===== src/rtl/lsu_pkg.sv =====
`default_nettype none
// ============================================================================
// Module   : lsu_pkg
// Purpose  : Shared types and constants for the load/store unit: access
//            width encodings, FSM state enum, default data width and small
//            helper functions.
// Config   : MISALIGN_CHECK_EN (used by lsu) enables alignment trapping.
// Revision : 1.0 - initial release
// ============================================================================
package lsu_pkg;

  localparam int XLEN_DEFAULT = 64;

  // One-hot access width encodings
  localparam logic [3:0] WDT8  = 4'b0001;
  localparam logic [3:0] WDT16 = 4'b0010;
  localparam logic [3:0] WDT32 = 4'b0100;
  localparam logic [3:0] WDT64 = 4'b1000;

  typedef enum logic [2:0] {
    S_IDLE  = 3'd0,
    S_READ  = 3'd1,
    S_WAIT  = 3'd2,
    S_WRITE = 3'd3,
    S_RESP  = 3'd4
  } state_e;

  // Any encoding that is not exactly one-hot is handled as a full-width access
  function automatic logic [3:0] norm_wdt(input logic [3:0] wdt);
    case (wdt)
      WDT8, WDT16, WDT32, WDT64: norm_wdt = wdt;
      default:                   norm_wdt = WDT64;
    endcase
  endfunction

  // True when the low address bits are not a multiple of the access size
  function automatic logic is_misaligned(input logic [2:0] lo, input logic [3:0] wdt);
    case (wdt)
      WDT16:   is_misaligned = lo[0];
      WDT32:   is_misaligned = |lo[1:0];
      WDT64:   is_misaligned = |lo;
      default: is_misaligned = 1'b0;
    endcase
  endfunction

endpackage
`default_nettype wire


===== src/rtl/lsu_if.sv =====
`default_nettype none
// ============================================================================
// Module   : lsu_if
// Purpose  : Request/response and memory-port bundle of the load/store unit.
//            The slave modport is the LSU side; master is the core/memory side.
// Revision : 1.0 - initial release
// ============================================================================
interface lsu_if
  import lsu_pkg::*;
#(
  parameter int XLEN = XLEN_DEFAULT
);
  logic            req_valid;
  logic            req_ready;
  logic            req_is_store;
  logic            req_unsigned;
  logic [3:0]      req_wdt;
  logic [XLEN-1:0] req_addr;
  logic [XLEN-1:0] req_wdata;

  logic            resp_valid;
  logic            resp_ready;
  logic [XLEN-1:0] resp_rdata;
  logic            resp_misalign;

  logic            mem_ren;
  logic [XLEN-1:0] mem_raddr;
  logic            mem_wen;
  logic [XLEN-1:0] mem_waddr;
  logic [XLEN-1:0] mem_wdata;
  logic [3:0]      mem_wdt;
  logic [XLEN-1:0] mem_rdata;

  modport slave (
    input  req_valid, req_is_store, req_unsigned, req_wdt, req_addr, req_wdata,
    output req_ready,
    input  resp_ready,
    output resp_valid, resp_rdata, resp_misalign,
    output mem_ren, mem_raddr, mem_wen, mem_waddr, mem_wdata, mem_wdt,
    input  mem_rdata
  );

  modport master (
    output req_valid, req_is_store, req_unsigned, req_wdt, req_addr, req_wdata,
    input  req_ready,
    output resp_ready,
    input  resp_valid, resp_rdata, resp_misalign,
    input  mem_ren, mem_raddr, mem_wen, mem_waddr, mem_wdata, mem_wdt,
    output mem_rdata
  );
endinterface
`default_nettype wire


===== src/rtl/lsu_ext.sv =====
`default_nettype none
// ============================================================================
// Module   : lsu_ext
// Purpose  : Combinational load-data extension. Narrow loads are sign- or
//            zero-extended from their top bit; full-width data passes through.
// Revision : 1.0 - initial release
// ============================================================================
module lsu_ext
  import lsu_pkg::*;
#(
  parameter int XLEN = XLEN_DEFAULT
) (
  input  logic [XLEN-1:0] data_i,
  input  logic [3:0]      wdt_i,
  input  logic            unsigned_i,
  output logic [XLEN-1:0] data_o
);

  // Select the extension bit per width; unsigned loads always extend with 0
  always_comb begin
    data_o = data_i;
    case (wdt_i)
      WDT8:    data_o = {{(XLEN-8){~unsigned_i & data_i[7]}},   data_i[7:0]};
      WDT16:   data_o = {{(XLEN-16){~unsigned_i & data_i[15]}}, data_i[15:0]};
      WDT32:   data_o = {{(XLEN-32){~unsigned_i & data_i[31]}}, data_i[31:0]};
      default: data_o = data_i;
    endcase
  end

endmodule
`default_nettype wire


===== src/rtl/lsu.sv =====
`default_nettype none
// ============================================================================
// Module   : lsu
// Purpose  : Single-outstanding load/store unit. Accepts one request, drives
//            a one-cycle memory read or write strobe, waits out the read
//            latency, extends load data and holds the response until taken.
// Config   : MISALIGN_CHECK_EN - when defined, unaligned accesses skip memory
//            and respond immediately with resp_misalign=1.
// Revision : 1.0 - initial release
// ============================================================================
module lsu
  import lsu_pkg::*;
#(
  parameter int XLEN       = XLEN_DEFAULT,
  parameter int RD_LATENCY = 1
) (
  input logic   clk,
  input logic   rst,
  lsu_if.slave  bus
);

  state_e          state_q;
  logic [2:0]      cnt_q;
  logic            unsigned_q;
  logic            req_ready_q;
  logic            resp_valid_q;
  logic [XLEN-1:0] resp_rdata_q;
  logic            resp_misalign_q;
  logic            mem_ren_q;
  logic [XLEN-1:0] mem_raddr_q;
  logic            mem_wen_q;
  logic [XLEN-1:0] mem_waddr_q;
  logic [XLEN-1:0] mem_wdata_q;
  logic [3:0]      mem_wdt_q;

  logic [3:0]      w_wdt;
  logic            w_misalign;
  logic [XLEN-1:0] w_ext;

  assign w_wdt = norm_wdt(bus.req_wdt);

`ifdef MISALIGN_CHECK_EN
  assign w_misalign = is_misaligned(bus.req_addr[2:0], w_wdt);
`else
  assign w_misalign = 1'b0;
`endif

  // mem_wdt_q is held from accept through WAIT, so it doubles as the extension width
  lsu_ext #(.XLEN(XLEN)) u_ext (
    .data_i     (bus.mem_rdata),
    .wdt_i      (mem_wdt_q),
    .unsigned_i (unsigned_q),
    .data_o     (w_ext)
  );

  // Control FSM with all bus outputs registered
  always_ff @(posedge clk or posedge rst) begin
    if (rst) begin
      state_q         <= S_IDLE;
      cnt_q           <= 3'd0;
      unsigned_q      <= 1'b0;
      req_ready_q     <= 1'b0;
      resp_valid_q    <= 1'b0;
      resp_rdata_q    <= '0;
      resp_misalign_q <= 1'b0;
      mem_ren_q       <= 1'b0;
      mem_raddr_q     <= '0;
      mem_wen_q       <= 1'b0;
      mem_waddr_q     <= '0;
      mem_wdata_q     <= '0;
      mem_wdt_q       <= 4'd0;
    end else begin
      mem_ren_q <= 1'b0;
      mem_wen_q <= 1'b0;
      case (state_q)
        S_IDLE: begin
          req_ready_q <= 1'b1;
          if (bus.req_valid && req_ready_q) begin
            req_ready_q <= 1'b0;
            mem_wdt_q   <= w_wdt;
            unsigned_q  <= bus.req_unsigned;
            if (w_misalign) begin
              state_q         <= S_RESP;
              resp_valid_q    <= 1'b1;
              resp_rdata_q    <= '0;
              resp_misalign_q <= 1'b1;
            end else if (bus.req_is_store) begin
              state_q     <= S_WRITE;
              mem_wen_q   <= 1'b1;
              mem_waddr_q <= bus.req_addr;
              mem_wdata_q <= bus.req_wdata;
            end else begin
              state_q     <= S_READ;
              mem_ren_q   <= 1'b1;
              mem_raddr_q <= bus.req_addr;
            end
          end
        end
        S_READ: begin
          // WAIT leaves when the counter reaches zero, so it lasts RD_LATENCY+1 cycles
          cnt_q   <= 3'(RD_LATENCY);
          state_q <= S_WAIT;
        end
        S_WAIT: begin
          if (cnt_q == 3'd0) begin
            resp_rdata_q <= w_ext;
            resp_valid_q <= 1'b1;
            state_q      <= S_RESP;
          end else begin
            cnt_q <= cnt_q - 3'd1;
          end
        end
        S_WRITE: begin
          resp_rdata_q <= '0;
          resp_valid_q <= 1'b1;
          state_q      <= S_RESP;
        end
        S_RESP: begin
          if (bus.resp_ready) begin
            resp_valid_q    <= 1'b0;
            resp_rdata_q    <= '0;
            resp_misalign_q <= 1'b0;
            req_ready_q     <= 1'b1;
            state_q         <= S_IDLE;
          end
        end
        default: state_q <= S_IDLE;
      endcase
    end
  end

  assign bus.req_ready     = req_ready_q;
  assign bus.resp_valid    = resp_valid_q;
  assign bus.resp_rdata    = resp_rdata_q;
  assign bus.resp_misalign = resp_misalign_q;
  assign bus.mem_ren       = mem_ren_q;
  assign bus.mem_raddr     = mem_raddr_q;
  assign bus.mem_wen       = mem_wen_q;
  assign bus.mem_waddr     = mem_waddr_q;
  assign bus.mem_wdata     = mem_wdata_q;
  assign bus.mem_wdt       = mem_wdt_q;

endmodule
`default_nettype wire


===== src/flat_wrapper.sv =====
// flat-port wrapper written by rule: the top's interface ports become plain ports
module lsu_flat import lsu_pkg::*;
#(
  parameter int XLEN       = XLEN_DEFAULT,
  parameter int RD_LATENCY = 1
)
  (clk, rst, bus_req_valid, bus_req_is_store, bus_req_unsigned, bus_req_wdt, bus_req_addr, bus_req_wdata, bus_req_ready, bus_resp_ready, bus_resp_valid, bus_resp_rdata, bus_resp_misalign, bus_mem_ren, bus_mem_raddr, bus_mem_wen, bus_mem_waddr, bus_mem_wdata, bus_mem_wdt, bus_mem_rdata);
  lsu_if #(.XLEN(XLEN)) bus_i ();
  input logic clk;
  input logic rst;
  input wire logic [$bits(bus_i.req_valid)-1:0] bus_req_valid;
  input wire logic [$bits(bus_i.req_is_store)-1:0] bus_req_is_store;
  input wire logic [$bits(bus_i.req_unsigned)-1:0] bus_req_unsigned;
  input wire logic [$bits(bus_i.req_wdt)-1:0] bus_req_wdt;
  input wire logic [$bits(bus_i.req_addr)-1:0] bus_req_addr;
  input wire logic [$bits(bus_i.req_wdata)-1:0] bus_req_wdata;
  output wire logic [$bits(bus_i.req_ready)-1:0] bus_req_ready;
  input wire logic [$bits(bus_i.resp_ready)-1:0] bus_resp_ready;
  output wire logic [$bits(bus_i.resp_valid)-1:0] bus_resp_valid;
  output wire logic [$bits(bus_i.resp_rdata)-1:0] bus_resp_rdata;
  output wire logic [$bits(bus_i.resp_misalign)-1:0] bus_resp_misalign;
  output wire logic [$bits(bus_i.mem_ren)-1:0] bus_mem_ren;
  output wire logic [$bits(bus_i.mem_raddr)-1:0] bus_mem_raddr;
  output wire logic [$bits(bus_i.mem_wen)-1:0] bus_mem_wen;
  output wire logic [$bits(bus_i.mem_waddr)-1:0] bus_mem_waddr;
  output wire logic [$bits(bus_i.mem_wdata)-1:0] bus_mem_wdata;
  output wire logic [$bits(bus_i.mem_wdt)-1:0] bus_mem_wdt;
  input wire logic [$bits(bus_i.mem_rdata)-1:0] bus_mem_rdata;
  assign bus_i.req_valid = bus_req_valid;
  assign bus_i.req_is_store = bus_req_is_store;
  assign bus_i.req_unsigned = bus_req_unsigned;
  assign bus_i.req_wdt = bus_req_wdt;
  assign bus_i.req_addr = bus_req_addr;
  assign bus_i.req_wdata = bus_req_wdata;
  assign bus_req_ready = bus_i.req_ready;
  assign bus_i.resp_ready = bus_resp_ready;
  assign bus_resp_valid = bus_i.resp_valid;
  assign bus_resp_rdata = bus_i.resp_rdata;
  assign bus_resp_misalign = bus_i.resp_misalign;
  assign bus_mem_ren = bus_i.mem_ren;
  assign bus_mem_raddr = bus_i.mem_raddr;
  assign bus_mem_wen = bus_i.mem_wen;
  assign bus_mem_waddr = bus_i.mem_waddr;
  assign bus_mem_wdata = bus_i.mem_wdata;
  assign bus_mem_wdt = bus_i.mem_wdt;
  assign bus_i.mem_rdata = bus_mem_rdata;
  lsu #(.XLEN(XLEN), .RD_LATENCY(RD_LATENCY)) u_core (.clk(clk), .rst(rst), .bus(bus_i));
endmodule

===== config.mk =====
export PLATFORM = sky130hd
export DESIGN_NAME = lsu_flat
export DESIGN_NICKNAME = d
export VERILOG_FILES = /design/src/rtl/lsu_pkg.sv /design/src/rtl/lsu_if.sv /design/src/rtl/lsu_ext.sv /design/src/rtl/lsu.sv /design/src/flat_wrapper.sv
export SDC_FILE = /design/constraint.sdc
export NUM_CORES = 1
export LEC_CHECK = 0
export BUFFER_PORTS_ARGS = -buffer_cell sky130_fd_sc_hd__clkbuf_2
export CAP_MARGIN = 0
export CORE_AREA = 3 3 182 184
export CTS_BUF_LIST = sky130_fd_sc_hd__clkbuf_16
export CTS_CLUSTER_SIZE = 10
export DETAILED_ROUTE_END_ITERATION = 10
export DIE_AREA = 0 0 185 187
export GPL_TIMING_DRIVEN = 0
export PLACE_DENSITY = 0.67
export SLEW_MARGIN = 30
export SYNTH_ARGS = -nofsm -noshare
export SYNTH_HDL_FRONTEND = slang
export SYNTH_HIERARCHICAL = 1
export SYNTH_SLANG_ARGS = --single-unit

===== constraint.sdc =====
create_clock -name clk -period 11.6 [get_ports clk]
set_input_delay 1.16 -clock clk [delete_from_list [all_inputs] [get_ports clk]]
set_output_delay 1.16 -clock clk [all_outputs]
set_load 0.01 [all_outputs]

Word level (Yosys, flattened, before mapping)
Cells that the tools add are included.

Bits in registers: 271. Output and inout port bits: 265. ROM bits: 0. Word-level logic and storage cells: 71. Memory bits (writable): 0. Memories: 0. Latch bits: 0.

Add/sub/neg operators: 1. Reduce and logical (&&, ||, !) cells: 14. Bitwise operators: 5. Multipliers: 0. $lt $le $gt $ge: 0. Equality and inequality tests: 15. Shifts and indexed selects: 0. Muxes and demuxes: 24. Divide/modulo/power cells: 0.

Operators with widths (number): one-hot mux 64 bit (3 select lines) (2); two-way mux 64 bit (2); one-hot mux 3 bit (5 select lines) (1); two-way mux 3 bit (4); AND reduction 3 bit (4); two-way mux 1 bit (10); == test 4 x 1 -> 1 bit (second input constant) (2); == test 4 x 2 -> 1 bit (second input constant) (2); == test 4 x 3 -> 1 bit (second input constant) (2); == test 3 x 2 -> 1 bit (second input constant) (2); logical NOT 3 bit (2); one-hot mux 3 bit (2 select lines) (1); AND reduction 2 bit (3); == test 4 bit (second input constant) (1); two-way mux 4 bit (1); inequality test 2 x 1 -> 1 bit (second input constant) (2); inequality test 2 bit (second input constant) (2); nonzero test 2 bit (2); OR reduction 4 bit (1); bitwise AND 1 bit (3); == test 3 x 1 -> 1 bit (second input constant) (1); == test 3 bit (second input constant) (1); one-hot mux 1 bit (3 select lines) (1); nonzero test 3 bit (1); other kinds (5) (6).

Depth between registers and ports, before layout
Word-level depth: 5. Gate-level depth with buffers: 9. Gate-level depth less buffers: 5.

By module
Netlist, hierarchy kept.

Modules (own cells, without submodules): lsu (area each 11497.3 um^2, times used 1, seq. area each 6781.5 um^2, cells each 751); lsu_ext (area each 902.1 um^2, times used 1, seq. area each 0.0 um^2, cells each 155).

Worst setup path before layout
Ideal clock, no wire load.

Kind: in2reg. Start point: in bus_req_valid. End point: reg u_core.mem_waddr_q[19] (netlist: u_core/bus.mem_waddr[19]). Data required time: 11475 ps. Path slack: 9267 ps. Arrival: 2208 ps. Stages on the path: 7. Setup time: 125 ps. Cells stage by stage: and4b_1 > buf_6 > nand2_4 > inv_4 > buf_12 > buf_12 > mux2_4.

Word-level cells in the longest chain between the ends: 2.

RTL lines: start: declaration (RTL line flat_wrapper.sv:11) `input wire logic [$bits(bus_i.req_valid)-1:0] bus_req_valid;`; logical AND 1 bit (RTL line lsu.sv:78) `if (bus.req_valid && req_ready_q) begin`; AND reduction 3 bit (no source line); end signal: assignment (RTL line lsu.sv:90) `mem_waddr_q <= bus.req_addr;`; end: declaration (RTL line lsu.sv:32) `logic [XLEN-1:0] mem_waddr_q;`.

Every way passes these cells. A chain may end at the register's enable or synchronous reset.

Worst setup path in the final report
Start point: reg u_core.mem_wdt_q[1] (netlist: u_core/bus.mem_wdt[1]). End point: out bus_mem_wdt[1].

RTL lines: start: declaration (RTL line lsu.sv:34) `logic [3:0] mem_wdt_q;`; start signal: assignment (RTL line lsu.sv:80) `mem_wdt_q <= w_wdt;`; end: declaration (RTL line flat_wrapper.sv:27) `output wire logic [$bits(bus_i.mem_wdt)-1:0] bus_mem_wdt;`.

No word-level cell between the ends.

==> metrics.sh <==
FLOORPLAN.INITIALDENSITY=0.393
DIE_AREA_SQ_UM=34600
SYNTH_COMPOUND_GATE_AREA_SHARE=0.0416
FINAL.SETUP.TNS_PS=0
MAX_CAP_VIOLATIONS=0
GRT_USAGE=0.196
WORSTSETUPSTARTPOINTTYPE='flop'
SYN-CELL-AREA_SQ_UM=12400
ROW_COUNT=65
SYNTH_EDF_COUNT=0
DIE_HEIGHT_MICRONS=187
ANTENNA_DIODES=0
DRTPASS1ITERATIONS=8
TIMING.FINAL.MAX_SLEW_VIOLATIONS=0
GRT_PASS1_WL_MICRONS=54100
ANTENNA_FOUND_INITIAL=0
WORSTSETUPPATHTYPE='flop to output pin'
CP_DATA_ARRIVAL_TIME_PS=1190
WORST-SLEW-PIN-TRANSITION_PS=887
AREA_OF_THE_CORE_REGION_SQ_UM=31600
VIA_COUNT=8801
ACHIEVABLE-FREQUENCY_MHz=426
SYNTH_CELL_TYPES=38
GRT_PASS1_VIAS=9143
POWER_PER_CELL_AREA_nW_PER_UM2=287
CLOCK-ROOT-BUFFER='sky130_fd_sc_hd__clkbuf_16'
SYNTHARSTFLOPSHARE=1.00
ROUTEDWLPERCELL_MICRONS=19.2
WORSTPATHMAXFANOUT=8
CTS.PATH.MAX_BUFFERS=3
INSERTION_DELAY_PS=500
YS_WARN_COUNT=6
NNETSFINAL=1607
FRACTION_OF_LAYOUT_INSTANCES_USING_A_DRIVE_STRENGTH_ABOVE_1=0.532
INSTANCES_NO_FILL=1817
BUFFER_PORTS.INSERTED=458
VIOLATIONS_IN_THE_FINAL_REPORTS='design-rule violations'
SYNTHCELLS=906
CLOCK-SKEW-FINAL_PS=17.2
SYN_AVG_CELL_AREA_SQ_UM=13.7
DRT_ITER0_MARKERS=407
POST-ROUTE-PERIOD-UTIL=0.202
SYNTH-SIMPLE-AREA-SHARE=0.0434
TRITONCTS_CLOCK_TREE='yes'
CRIT_SLOWEST_CELL='sky130_fd_sc_hd__dfrtp_1'
TIMING.MAX_SLEW.REL_SLACK=0.408
GR-TOTAL-OVERFLOW=0
LAYOUT_COMMON_CELLS='sky130_fd_sc_hd__clkbuf_2 (458), sky130_fd_sc_hd__dfrtp_1 (271), sky130_fd_sc_hd__mux2_4 (149)'
YOSYS-MUX-AREA-FRACTION=0.277
TIMING.HOLD.WORST.CLASS='flop to flop'
GPL.FINAL_WEIGHTED_CONGESTION=0.871
UNREPAIRED_SETUP_ENDPOINTS_AFTER_GLOBAL_ROUTING='no'
PLACED_CELLS_INCL_TAPS=1769
ANT_NETS=0
CP-END-KIND='output pin'
SETUP-VIOLATIONS-FINAL=0
FLOW.AREA_GROWTH_FROM_SYNTHESIS_PCT=31.4
SYNTHFLOPTYPE='sky130_fd_sc_hd__dfrtp_1'
CTS-HOLD-FIX-BUFFERS=0
PIN_COUNT_OF_THE_BIGGEST_NET_ENTERING_GLOBAL_ROUTING=91
CTS.REPORTEDPATHS.CLKPINSLEW_PS=50
SYNTH_TOP_FAMILY_BY_AREA='multiplexers'
TOTALWIRELENGTH_MICRONS=34800
NUM_IO_PINS=467
WORSTPATHREQUIRED_PS=10440
VDD.IR_DROP.WORST_V=0.000167
TIMING.CRITICAL_PATH.BUF_INV=1
DRC_ERRORS=1
CTS_RESIZED=0
HTREE_NUM_LEVELS=2
FIN_WORST_HOLD_SLACK_PS=503
CTS_MADE_BUFFERS=34
SYNTH_NETS=1110
POST_SYNTH_FA_HA_MAJ_AREA_FRACTION=0.00202
CTS.SINK_COUNT=271
FINAL_HOLD_VIOLATIONS=0
SETUP_BUFFERS_AFTER_CTS=0
SYNTH_XOR_XNOR_AREA_SHARE=0.00212
CRITICAL_PATH.CELL_CHAIN='clkbuf_2'
DP.FINAL_HPWL_MICRONS=26300
LEAK_PWR_nW=8.72
LAYOUT_COMMONEST_CELL='sky130_fd_sc_hd__clkbuf_2'
OUTCOME='complete, but fails checks'
CP_TOP_FAMILY='flip-flops'
SYNTH.YOSYS.SEQ_AREA_SHARE=0.547
FLOORPLAN.DIE.WIDTH_MICRONS=185
SYNTH-SEQ-CELLS=271
FINAL_PERIOD_MINUS_WORST_SETUP_SLACK_PS=2350
VIAS_PER_CELL=4.84
CRITPATHMAXSTAGEDELAY_PS=490
## cells by family (layout without fill, tap and decap cells)
family,count (synthesis),count (layout)
flip-flops,271,271
AO/OA/AOI/OAI,74,74
XOR/XNOR,3,3
multiplexers,263,263
adder cells (fa/ha/maj),2,2
buffers and inverters,176,685
other,1,1
AND/OR/NAND/NOR,116,116
## synth_stat cells, types with 9 or more instances
cell type                   count  area, sq um
sky130_fd_sc_hd__inv_1        105          394
sky130_fd_sc_hd__clkbuf_1      18         67.6
sky130_fd_sc_hd__mux2_2        48          541
sky130_fd_sc_hd__dfrtp_1      271         6780
sky130_fd_sc_hd__mux2_4       149         2240
sky130_fd_sc_hd__buf_4         16          120
sky130_fd_sc_hd__buf_6          9          101
sky130_fd_sc_hd__o2111ai_1     32          280
sky130_fd_sc_hd__buf_12        16          320
sky130_fd_sc_hd__o21ai_0       30          150
sky130_fd_sc_hd__mux2i_1       66          661
sky130_fd_sc_hd__nand3_1       19         95.1
sky130_fd_sc_hd__nand2_1       73          274
## stage by stage
| stage | utilization | instance area [sq um] | power [mW] | setup slack (ps) |
|---|---|---|---|---|
| final | 0.516 | 16300 | 4.67 | 9250 |
| after global routing | 0.516 | 16300 | 4.96 | 9160 |
| after CTS | 0.516 | 16300 | 4.73 | 9230 |
| after detailed placement | 0.484 | 15300 | 3.72 | 8960 |
| after global placement | 0.482 | 15200 | 3.67 | -137 |
| after floorplan | - | 12400 | 2.91 | 2970 |
## flip-flops by register name, summed over array words and instances (netlist names), 3 cells and up
register               count
u_core/bus.mem_waddr      64
u_core/state_q             3
u_core/bus.mem_wdt         4
u_core/bus.mem_wdata      64
u_core/cnt_q               3
u_core/bus.mem_raddr      64
u_core/bus.resp_rdata     64
## final timing paths
| kind | from | to | slack (ps) | cells after the start |
|---|---|---|---|---|
| worst max register to register | u_core/state_q[2]$_DFFE_PP0P_ | u_core/bus.resp_rdata[9]$_DFFE_PP0P_ | 9360 | 7 |
| worst min register to register | u_core/bus.mem_waddr[1]$_DFFE_PP0P_ | u_core/bus.mem_waddr[1]$_DFFE_PP0P_ | 500 | 1 |
| min in group asynchronous | rst | u_core/bus.mem_wdata[45]$_DFFE_PP0P_ | 680 | 2 |
| max in group asynchronous | rst | u_core/unsigned_q$_DFFE_PP0P_ | 9860 | 4 |
| worst min-delay path | u_core/bus.mem_waddr[1]$_DFFE_PP0P_ | u_core/bus.mem_waddr[1]$_DFFE_PP0P_ | 500 | 1 |
| worst max-delay path | u_core/bus.mem_wdt[1]$_DFFE_PP0P_ | bus_mem_wdt[1] | 9250 | 1 |
## routing by layer
metal | routed length [microns] | vias to the layer above | part of all wire | GRT usage
li1 | - | 4048 | - | -
met1 | 14400 | 4375 | 0.42 | 0.258
met2 | 17100 | 309 | 0.49 | 0.327
met3 | 2090 | 69 | 0.060 | 0.0354
met4 | 1130 | 0 | 0.032 | 0.0649
met5 | 0 | - | 0 | 0
## where the power goes
group	leakage (nW)	switching [mW]	internal [mW]
Clock	0.520	0.384	0.584
Sequential	3.26	0.281	1.42
Combinational	4.94	0.969	1.03
Total	8.72	1.63	3.04
## cell type report
| cell class | count | area [sq um] |
|---|---|---|
| Multi-Input combinational cell | 459 | 4550 |
| Fill cell | 2822 | 15300 |
| Clock buffer | 35 | 876 |
| Inverter | 106 | 408 |
| Timing Repair Buffer | 461 | 2370 |
| Tap cell | 402 | 503 |
| Clock inverter | 13 | 128 |
| Sequential cell | 271 | 6780 |
| Buffer | 70 | 671 |
## worst register-to-register path, cell delays in order (launching register included)
cell and delay, ps:
sky130_fd_sc_hd__dfrtp_1 360, sky130_fd_sc_hd__buf_2 220, sky130_fd_sc_hd__nand2b_1 170, sky130_fd_sc_hd__mux2_2 160, sky130_fd_sc_hd__buf_2 240, sky130_fd_sc_hd__clkbuf_1 700, sky130_fd_sc_hd__nand2_1 120, sky130_fd_sc_hd__mux2i_1 170
Note: power is estimated with default switching activity, not from simulation.
